==> src/rtl/dcache_arbiter.sv <==
// Two-requester data-cache arbiter: requester 0 has priority, requester 1 is
// forced through after STARVE_LIMIT lost arbitrations; one request in flight.
module dcache_arbiter #(
  parameter int unsigned STARVE_LIMIT = 4
) (
  input  logic        clk_i,
  input  logic        reset_ni,
  input  logic        req0_valid_i,
  output logic        req0_ready_o,
  input  logic [31:0] req0_addr_i,
  input  logic [3:0]  req0_we_i,
  input  logic [31:0] req0_din_i,
  input  logic        req1_valid_i,
  output logic        req1_ready_o,
  input  logic [31:0] req1_addr_i,
  input  logic [3:0]  req1_we_i,
  input  logic [31:0] req1_din_i,
  output logic        resp0_valid_o,
  output logic [31:0] resp0_data_o,
  output logic        resp1_valid_o,
  output logic [31:0] resp1_data_o,
  output logic        dcache_req_valid_o,
  input  logic        dcache_req_ready_i,
  output logic [31:0] dcache_addr_o,
  output logic [31:0] dcache_din_o,
  output logic [3:0]  dcache_we_o,
  output logic        dcache_re_o,
  input  logic        dcache_resp_valid_i,
  input  logic [31:0] dcache_dout_i,
  output logic        busy_o
);

  localparam int unsigned CW = $clog2(STARVE_LIMIT + 1);

  typedef enum logic [1:0] {IDLE, ISSUE, WAIT, RESP} state_e;

  state_e        state_q;
  logic [CW-1:0] starve_q;
  logic [31:0]   addr_q;
  logic [31:0]   din_q;
  logic [31:0]   data_q;
  logic [3:0]    we_q;
  logic          winner_q;

  logic        at_limit;
  logic        sel1;
  logic        grant0;
  logic        grant1;
  logic [31:0] resp_word;

  // The reset term keeps the combinational readies at 0 while reset is held.
  assign at_limit  = (starve_q == CW'(STARVE_LIMIT));
  assign sel1      = req1_valid_i && (!req0_valid_i || at_limit);
  assign grant1    = reset_ni && (state_q == IDLE) && sel1;
  assign grant0    = reset_ni && (state_q == IDLE) && req0_valid_i && !sel1;
  assign resp_word = (we_q == 4'b0000) ? dcache_dout_i : 32'h0;

  // NOTE: every state register uses <= so all flops sample the same pre-edge values.
  always_ff @(posedge clk_i or negedge reset_ni) begin
    if (!reset_ni) begin
      state_q  <= IDLE;
      starve_q <= '0;
      addr_q   <= 32'h0;
      din_q    <= 32'h0;
      data_q   <= 32'h0;
      we_q     <= 4'b0000;
      winner_q <= 1'b0;
    end else begin
      case (state_q)
        IDLE: begin
          if (grant0 || grant1) begin
            addr_q   <= grant1 ? req1_addr_i : req0_addr_i;
            we_q     <= grant1 ? req1_we_i   : req0_we_i;
            din_q    <= grant1 ? req1_din_i  : req0_din_i;
            winner_q <= grant1;
            state_q  <= ISSUE;
            if (grant1) begin
              starve_q <= '0;
            end else if (req1_valid_i && !at_limit) begin
              starve_q <= starve_q + CW'(1);
            end
          end
        end
        ISSUE: begin
          if (dcache_req_ready_i) begin
            if (dcache_resp_valid_i) begin
              data_q  <= resp_word;
              state_q <= RESP;
            end else begin
              state_q <= WAIT;
            end
          end
        end
        WAIT: begin
          if (dcache_resp_valid_i) begin
            data_q  <= resp_word;
            state_q <= RESP;
          end
        end
        RESP:    state_q <= IDLE;
        default: state_q <= IDLE;
      endcase
    end
  end

  // Outputs decode only registered state, so they hold no input-to-output paths
  // apart from the readies.
  assign req0_ready_o       = grant0;
  assign req1_ready_o       = grant1;
  assign dcache_req_valid_o = (state_q == ISSUE);
  assign dcache_addr_o      = addr_q;
  assign dcache_din_o       = din_q;
  assign dcache_we_o        = (state_q == ISSUE) ? we_q : 4'b0000;
  assign dcache_re_o        = (state_q == ISSUE) && (we_q == 4'b0000);
  assign resp0_valid_o      = (state_q == RESP) && !winner_q;
  assign resp1_valid_o      = (state_q == RESP) && winner_q;
  assign resp0_data_o       = resp0_valid_o ? data_q : 32'h0;
  assign resp1_data_o       = resp1_valid_o ? data_q : 32'h0;
  assign busy_o             = (state_q != IDLE);

endmodule

==> config.mk <==
export PLATFORM = sky130hd
export DESIGN_NAME = dcache_arbiter
export DESIGN_NICKNAME = d
export VERILOG_FILES = /design/src/rtl/dcache_arbiter.sv
export SDC_FILE = /design/constraint.sdc
export NUM_CORES = 1
export LEC_CHECK = 0
export BUFFER_PORTS_ARGS = -buffer_cell sky130_fd_sc_hd__buf_2
export CAP_MARGIN = 20
export CORE_MARGIN = 1
export CORE_UTILIZATION = 30
export DETAILED_ROUTE_END_ITERATION = 16
export SKIP_CTS_REPAIR_TIMING = 1
export SKIP_LAST_GASP = 1
export SYNTH_ARGS = -nofsm -noshare
export SYNTH_HDL_FRONTEND = slang
export SYNTH_SLANG_ARGS = --single-unit
==> constraint.sdc <==
create_clock -name clk_i -period 1.6 [get_ports clk_i]
set_input_delay 0.08 -clock clk_i [delete_from_list [all_inputs] [get_ports clk_i]]
set_output_delay 0.08 -clock clk_i [all_outputs]
set_load 0.01 [all_outputs]
# Yosys cells after proc, flatten, opt, wreduce, memory -nomap -nowiden
# Cells that the tools add are included.
op_classes:
  addsub: 1
  magnitude_cmp: 0
  multipliers: 0
  n_mux: 17
  bitwise_logic: 0
  reduce_logical: 24
  n_eq_ne: 7
  n_shift: 0
  div_mod_pow: 0
op_table:
  columns: ["operator", "count"]
  rows:
  - ["$mux 32", 7]
  - ["$pmux 32 s2", 1]
  - ["$logic_and 1x1->1", 9]
  - ["$mux 4", 2]
  - ["$pmux 2 s4", 1]
  - ["$mux 2", 3]
  - ["$mux 3", 2]
  - ["$reduce_and 3->1", 2]
  - ["$reduce_bool 2->1", 3]
  - ["$eq 2x2->1 const B", 2]
  - ["$logic_not 1->1", 4]
  - ["$logic_not 4->1", 1]
  - ["$ne 2x1->1 const B", 2]
  - ["$reduce_and 2->1", 2]
  - ["$add 3x1->3 const B", 1]
  - ["$eq 3x3->1 const B", 1]
  - ["$eq 2x1->1 const B", 1]
  - ["$logic_not 2->1", 1]
  - ["$logic_or 1x1->1", 2]
  - ["$ne 2x2->1 const B", 1]
  - ["$mux 1", 1]
word_totals:
  rom_bits: 0
  mem_bits_rw: 0
  latch_bits: 0
  memories: 0
  wordCells: 56
  out_inout_bits: 139
  register_bits: 106
  input_bits: 174

# Depth between registers and ports, before layout
# Gate-level depths: netlist of run 1.
logic_depth:
  word_depth: 8
  mapped_depth: 7
  depth_no_buf: 5

# Worst setup path before layout of run 1
# Ideal clock, no wire load.
synth_timing:
  kind: "reg-to-reg"
  start: "register state_q[1]"
  end: "register data_q[21]"
  setup_time_ns: 0.064
  n_path_buf: 1
  required_ns: 1.536
  setup_slack_ns: -0.225
  arrival_ns: 1.761
  period_less_slack_ns: 1.825
  path_stages_with_launch: 7
  path_cell_list: "dfrtp_1 inv_1 ha_1 mux2_2 nand2_1 clkbuf_1 a21bo_2"
synth_via:
  elab_chain_len: 3
  word_cells_on_any_way: 6
  classes_between: "eq/ne: 3; mux: 1; reduce/logical: 2"
synth_lines:
  columns: ["element", "line_no", "source"]
  rows:
  - ["start, declared", "37", "state_e state_q;"]
  - ["start signal, assigned", "61", "state_q <= IDLE;"]
  - ["start signal, assigned", "76", "state_q <= ISSUE;"]
  - ["start signal, assigned", "88", "state_q <= RESP;"]
  - ["$eq 2x1->1 *", null, null]
  - ["named net dcache_req_valid_o", "22", "output logic dcache_req_valid_o,"]
  - ["$ne 2x1->1 (no line) or $reduce_bool 2->1 (tied branches)", null, null]
  - ["$reduce_and 2->1 (no line)", null, null]
  - ["end signal, assigned", "87", "data_q <= resp_word;"]
  - ["end signal, assigned", "96", "data_q <= resp_word;"]
  - ["end, declared", "41", "logic [31:0] data_q;"]
# Mark *: on every way through the listed nets, which the timed path passes. The rest lies on a longest branch.
# A chain may end at the register's enable or synchronous reset.

# Final worst setup path of run 1
layout_timing:
  start: "register state_q[1]"
  end: "output resp0_data_o[12]"
layout_via:
  elab_chain_len: 3
layout_lines:
  columns: ["element", "line_no", "source"]
  rows:
  - ["$eq 2x2->1", "115", "assign resp0_valid_o = (state_q == RESP) && !winner_q;"]
  - ["$logic_and 1x1->1", "115", null]
  - ["$mux 32", "117", "assign resp0_data_o = resp0_valid_o ? data_q : 32'h0;"]
  - ["end, declared", "19", "output logic [31:0] resp0_data_o,"]
# No other way between the ends.

==> out/qor.yml, run 1 <==
pwr:
  p_switching_w: 0.00494
  p_leak_nw: 4.92
  p_sw_frac: 0.369
  p_clk_frac: 0.164
  pwr-share-comb: 0.516
  powerDensity_nw_per_um2: 1430
  ir_worst_vdd_v: 0.000802
  seq_power_share: 0.319
  p_int_w: 0.00846
cells_and_area:
  final_common_cell: "buf_2"
  syn_to_final_growth_pct: 78.0
  final_layout_size_suffix_gt1_frac: 0.453
  final-seq-area_sq_um: 2650
  insertedDiodeCount: 0
  multi_input_area_sq_um: 2490
  final_util: 0.545
  num-nets-final: 1111
  final_cell_mix: "buf_2 (307), dlygate4sd3_1 (137), dfrtp_1 (106)"
  nFillCells: 1476
route:
  wl_per_cell_um: 17.5
  vias: 5711
  first_pass_iters: 4
  dr.first_iter.drc_count: 260
  drt_wl_total_um: 20300
  drcViolationCount: 0
  viasPerCell: 4.92
  detail-route-antenna-nets: 0
yosys:
  syn_nets: 643
  synth_cell_types: 33
  synth_cells: 462
  postSynthAreaPerCell_sq_um: 11.4
  ys_warn_count: 0
  synth_enable_flop_cells: 0
  synthArstFlopShare: 1.00
  synthFlopType: "dfrtp_1"
  synthesis.area_sq_um: 5280
  ys_seq_area_frac: 0.502
  ys_seq_elements: 106
worst_setup_path:
  crit_required_ns: 1.52
  worstSetupPathType: "reg2out"
  crit_path_end_kind: "output port"
  crit_path_start_kind: "flop"
  cp.arrival_ns: 1.75
  worstRegToRegCells: 8
  critPathMaxFanout: 8
grt:
  track_usage: 0.182
  grt_pass1_wl_um: 25300
  grt_overflow: 0
  grt_pass1_vias: 4733
  grt_max_degree: 72
  antenna_found_initial: 0
clocking:
  cts_buffers: 9
  path_clk_slew_ns: 0.07
  cts_root_buffer: "clkbuf_16"
  clk_latency_ns: 0.35
  clockBufferDepth: 2
  cts_tree: "built"
  cts_num_sinks: 106
  h-tree-depth: 3
worst_hold_path:
  hp-class: "in2reg"
  holdPathStages: 3
sta:
  fin_skew_ns: 0.0129
  period_needed_ns: 1.83
  rsz0062_at_grt: "yes"
  finalCritPeriodShare: 1.14
  tns_ns: -21.31
  max_freq_ghz: 0.546
  tightest_slew_ns: 0.927
  slew_violations: 0
  hold_viol_final: 0
  setup_viol: 161
  slew_headroom: 0.382
  holdWs_ns: 0.0667
  fin_ws_ns: -0.231
status:
  outcome: "finished, violations left"
  violations: "negative setup slack"
floorplanning:
  coreArea_sq_um: 17200
  die_x_um: 135
  die-area_sq_um: 18100
  dieHeight_um: 135
  rows: 48
  pin_count: 313
  start_util: 0.306
place:
  gp_congestion: 0.728
  dpl.hpwl_um: 11800
  placement.io_buffers: 312
job:
  max_cap_violations: 0
==> routing by layer <==
| metal | GRT usage | vias to the layer above | wire [um] |
|---|---|---|---|
| li1 | - | 2676 | - |
| met4 | 0.0512 | 0 | 352 |
| met2 | 0.314 | 259 | 10300 |
| met5 | 0 | - | 0 |
| met1 | 0.213 | 2749 | 8230 |
| met3 | 0.0608 | 27 | 1430 |
==> power by group through the flow <==
stage                     sequential, W  clock [W]  combinational [W]
after detailed placement        0.00425          0            0.00563
after global placement          0.00428          0            0.00553
after global routing            0.00439    0.00239            0.00746
after CTS                       0.00426    0.00228            0.00561
after floorplan                 0.00455          0            0.00293
final                           0.00428    0.00220            0.00692
==> cells by family (layout without fill, tap and decap cells) <==
family | count (synthesis) | in the layout | synth area share
AO/OA/AOI/OAI | 112 | 112 | 0.209
buffers and inverters | 50 | 523 | 0.0486
AND/OR/NAND/NOR | 185 | 185 | 0.219
flip-flops | 106 | 106 | 0.502
adder cells (fa/ha/maj) | 7 | 7 | 0.0166
multiplexers | 2 | 2 | 0.00427
==> registers in the layout, indices dropped and copies added, names as in the netlist <==
| name | cells |
|---|---|
| we_q | 4 |
| data_q | 32 |
| dcache_addr_o | 32 |
| state_q | 2 |
| winner_q | 1 |
| dcache_din_o | 32 |
| starve_q | 3 |
==> final timing paths <==
check                                  from                 to  slack, ns
max                              state_q[1]   resp0_data_o[12]      -0.23
min                        dcache_dout_i[5]          data_q[5]       0.07
max reg2reg                      state_q[0]  dcache_addr_o[27]      -0.16
min reg2reg                       data_q[7]          data_q[7]       0.49
max in group asynchronous          reset_ni         data_q[20]       0.31
min in group asynchronous          reset_ni        starve_q[0]       0.14
==> stage by stage <==
step	power, W	worst slack (ns)	instances	area, sq um
2_1_floorplan	0.00749	-0.00767	462	5330
6_report	0.0134	-0.231	1160	9400
3_3_place_gp	0.00982	-0.0201	981	7290
5_1_grt	0.0143	-0.283	1160	9400
4_1_cts	0.0121	-0.392	997	7570
3_5_place_dp	0.00989	-0.0395	981	7290
==> synthesized netlist by cell type, types with 3 or more instances <==
master	instances	area [sq um]
and2_0	56	350
ha_1	7	87.6
inv_1	7	26.3
dfrtp_1	106	2650
clkbuf_1	19	71.3
and2_1	50	313
a221o_1	68	681
a21bo_2	27	270
buf_4	8	60.1
and3_1	32	200
a21bo_1	5	50.1
nand4_1	33	206
buf_2	13	65.1
buf_6	3	33.8
nand2_1	5	18.8
==> cell type report <==
class,count,area share
timing repair buffer,500,0.390
sequential,106,0.282
multi-input combinational,306,0.265
tap,225,0.0300
clock buffer,10,0.0244
clock inverter,6,0.00613
inverter,7,0.00306
==> critical path, cell delays in order, from the launching register on <==
cell       delay, ns
dfrtp_1         0.42
buf_6           0.14
ha_4            0.14
nor2b_4         0.12
buf_12          0.14
clkbuf_16       0.16
and2_1          0.16
buf_2           0.14
No activity file was read; power rests on OpenSTA's default activity.
==> inputs of run 2 (changes only) <==
--- a/config.mk
+++ b/config.mk
@@ -7,6 +7,7 @@
 export LEC_CHECK = 0
 export BUFFER_PORTS_ARGS = -buffer_cell sky130_fd_sc_hd__buf_2
 export CAP_MARGIN = 20
+export CORE_ASPECT_RATIO = 1.25
 export CORE_MARGIN = 1
 export CORE_UTILIZATION = 30
 export DETAILED_ROUTE_END_ITERATION = 16
==> run 2 against run 1 <==
Compared with the run above:
- sequential power increased by 1%
- flip-flop and latch count unchanged
- clock power decreased by 2%
- global-route usage increased by 0.33 points
- combinational power decreased by 7.7%
- clock skew increased by 0.00096 ns
- critical path type unchanged
- highest routed layer unchanged
- largest power group unchanged
- critical endpoint is now req1_ready_o
- first-iteration DRC count decreased by 7.7%
- largest cell class unchanged
- the flow finishes with violations (negative hold slack, negative setup slack)
- final cell count decreased by 1.5%
==> out/qor.yml, run 2 (synthesis results as in run 1) <==
route:
  wl_per_cell_um: 17.4
  drt_wl_total_um: 19900
  dr.first_iter.drc_count: 240
  drcViolationCount: 0
  vias: 5683
  detail-route-antenna-nets: 0
  first_pass_iters: 4
  viasPerCell: 4.97
worst_setup_path:
  rr_startpoint: "state_q[0]"
  critPathMaxStageDelay_ns: 0.41
  cp.arrival_ns: 1.69
  critPathMaxFanout: 7
  crit_path_cell_trace: "buf_6 > inv_4 > ha_4 > nand3_4 > a21oi_4 > buf_12 > buf_6"
  worstSetupPathType: "reg2out"
  worstRegToRegCells: 6
  worstReg2RegEnd: "state_q[1]"
  cpLargestDelayFamily: "buffers and inverters"
  reg2reg_slack_ns: -0.13
  crit_path_start_kind: "flop"
  cp_slowest_cell: "dfrtp_1"
  crit_required_ns: 1.52
  path_buf_inv: 4
  crit_path_end_kind: "output port"
  cp_common_cell: "buf_6"
cells_and_area:
  nFillCells: 1476
  syn_to_final_growth_pct: 73.7
  final-seq-area_sq_um: 2650
  final_util: 0.538
  final_cell_mix: "buf_2 (309), dlygate4sd3_1 (135), dfrtp_1 (106)"
  num-nets-final: 1098
  final_layout_size_suffix_gt1_frac: 0.443
  instances_no_fill: 1143
  final_area_sq_um: 9170
  final_common_cell: "buf_2"
  multi_input_area_sq_um: 2470
worst_hold_path:
  holdPathStages: 2
  worstHoldStart: "req1_din_i[28]"
  hold_path_end: "dcache_din_o[28]"
  hp-class: "in2reg"
sta:
  tightest_slew_ns: 0.563
  period_needed_ns: 1.77
  hold_viol_final: 1
  setup_viol: 172
  finalCritPeriodShare: 1.11
  max_freq_ghz: 0.565
  rsz0062_at_grt: "yes"
  fin_ws_ns: -0.169
  slew_headroom: 0.625
  holdWs_ns: -0.000274
  fin_skew_ns: 0.0139
  slew_violations: 0
clocking:
  cts_buffers: 9
  path_clk_slew_ns: 0.07
  h-tree-depth: 3
  cts_root_buffer: "clkbuf_16"
  clk_latency_ns: 0.35
  clockBufferDepth: 2
  cts_num_sinks: 106
  cts_tree: "built"
grt:
  track_usage: 0.185
  grt_max_degree: 104
  antenna_found_initial: 2
  grt_pass1_vias: 4979
  grt_overflow: 0
  grtUsageMet1: 0.217
  met2_usage: 0.330
  grt_pass1_wl_um: 25900
  met3_usage: 0.0477
  busiest_layer: "met2"
status:
  violations: "negative hold slack, negative setup slack"
  outcome: "finished, violations left"
floorplanning:
  pin_count: 313
  rows: 53
  die-area_sq_um: 18100
  start_util: 0.310
  coreArea_sq_um: 17000
  dieHeight_um: 150
  die_x_um: 121
job:
  max_cap_violations: 0
pwr:
  ir_worst_vdd_v: 0.000709
  total_power_w: 0.0129
  p_leak_nw: 4.81
  powerDensity_nw_per_um2: 1400
place:
  placed_area_sq_um: 7270
  gp_congestion: 0.774
  placement.io_buffers: 312
  place_ws_ns: -0.283
  dp.cells: 975
  dpl.hpwl_um: 12100
==> run 2: how the worst max path moves through the flow <==
stage / from / endpoint / slack, ns / cells past startpoint
2_1_floorplan: state_q[0] / state_q[1] / -0.008 / 5
4_1_cts: state_q[1] / resp0_data_o[29] / -0.67 / 4
5_1_grt: state_q[0] / req1_ready_o / -0.23 / 7
6_report: state_q[0] / req1_ready_o / -0.17 / 7
3_3_place_gp: state_q[1] / resp0_data_o[28] / -0.13 / 4
3_5_place_dp: state_q[1] / resp0_data_o[29] / -0.28 / 4
==> run 2: layout make-up <==
type | instances | share of cell area
sequential | 106 | 0.289
timing repair buffer | 486 | 0.377
tap | 220 | 0.0300
clock inverter | 6 | 0.00559
clock buffer | 9 | 0.0246
multi-input combinational | 307 | 0.270
antenna | 2 | 0.000546
inverter | 7 | 0.00314
==> run 2: routing by layer <==
metal,share of wire,vias to the layer above,routed length [um]
li1,-,2635,-
met1,0.40,2720,7980
met2,0.51,296,10100
met3,0.072,32,1420
met4,0.019,0,378
met5,0,-,0
==> run 2: power by group <==
part | leakage, nW | internal, W | switching [W]
combinational | 3.33 | 0.00330 | 0.00308
sequential | 1.36 | 0.00368 | 0.000650
clock | 0.126 | 0.00107 | 0.00109
==> run 2: stage by stage <==
step | hold WS [ns] | setup TNS, ns
6_report | -0.000274 | -11.89
5_1_grt | 0.00458 | -24.54
4_1_cts | -0.445 | -29.29
3_5_place_dp | -0.0695 | -14.60
3_3_place_gp | -0.0668 | -7.97
2_1_floorplan | -0.216 | -0.00767
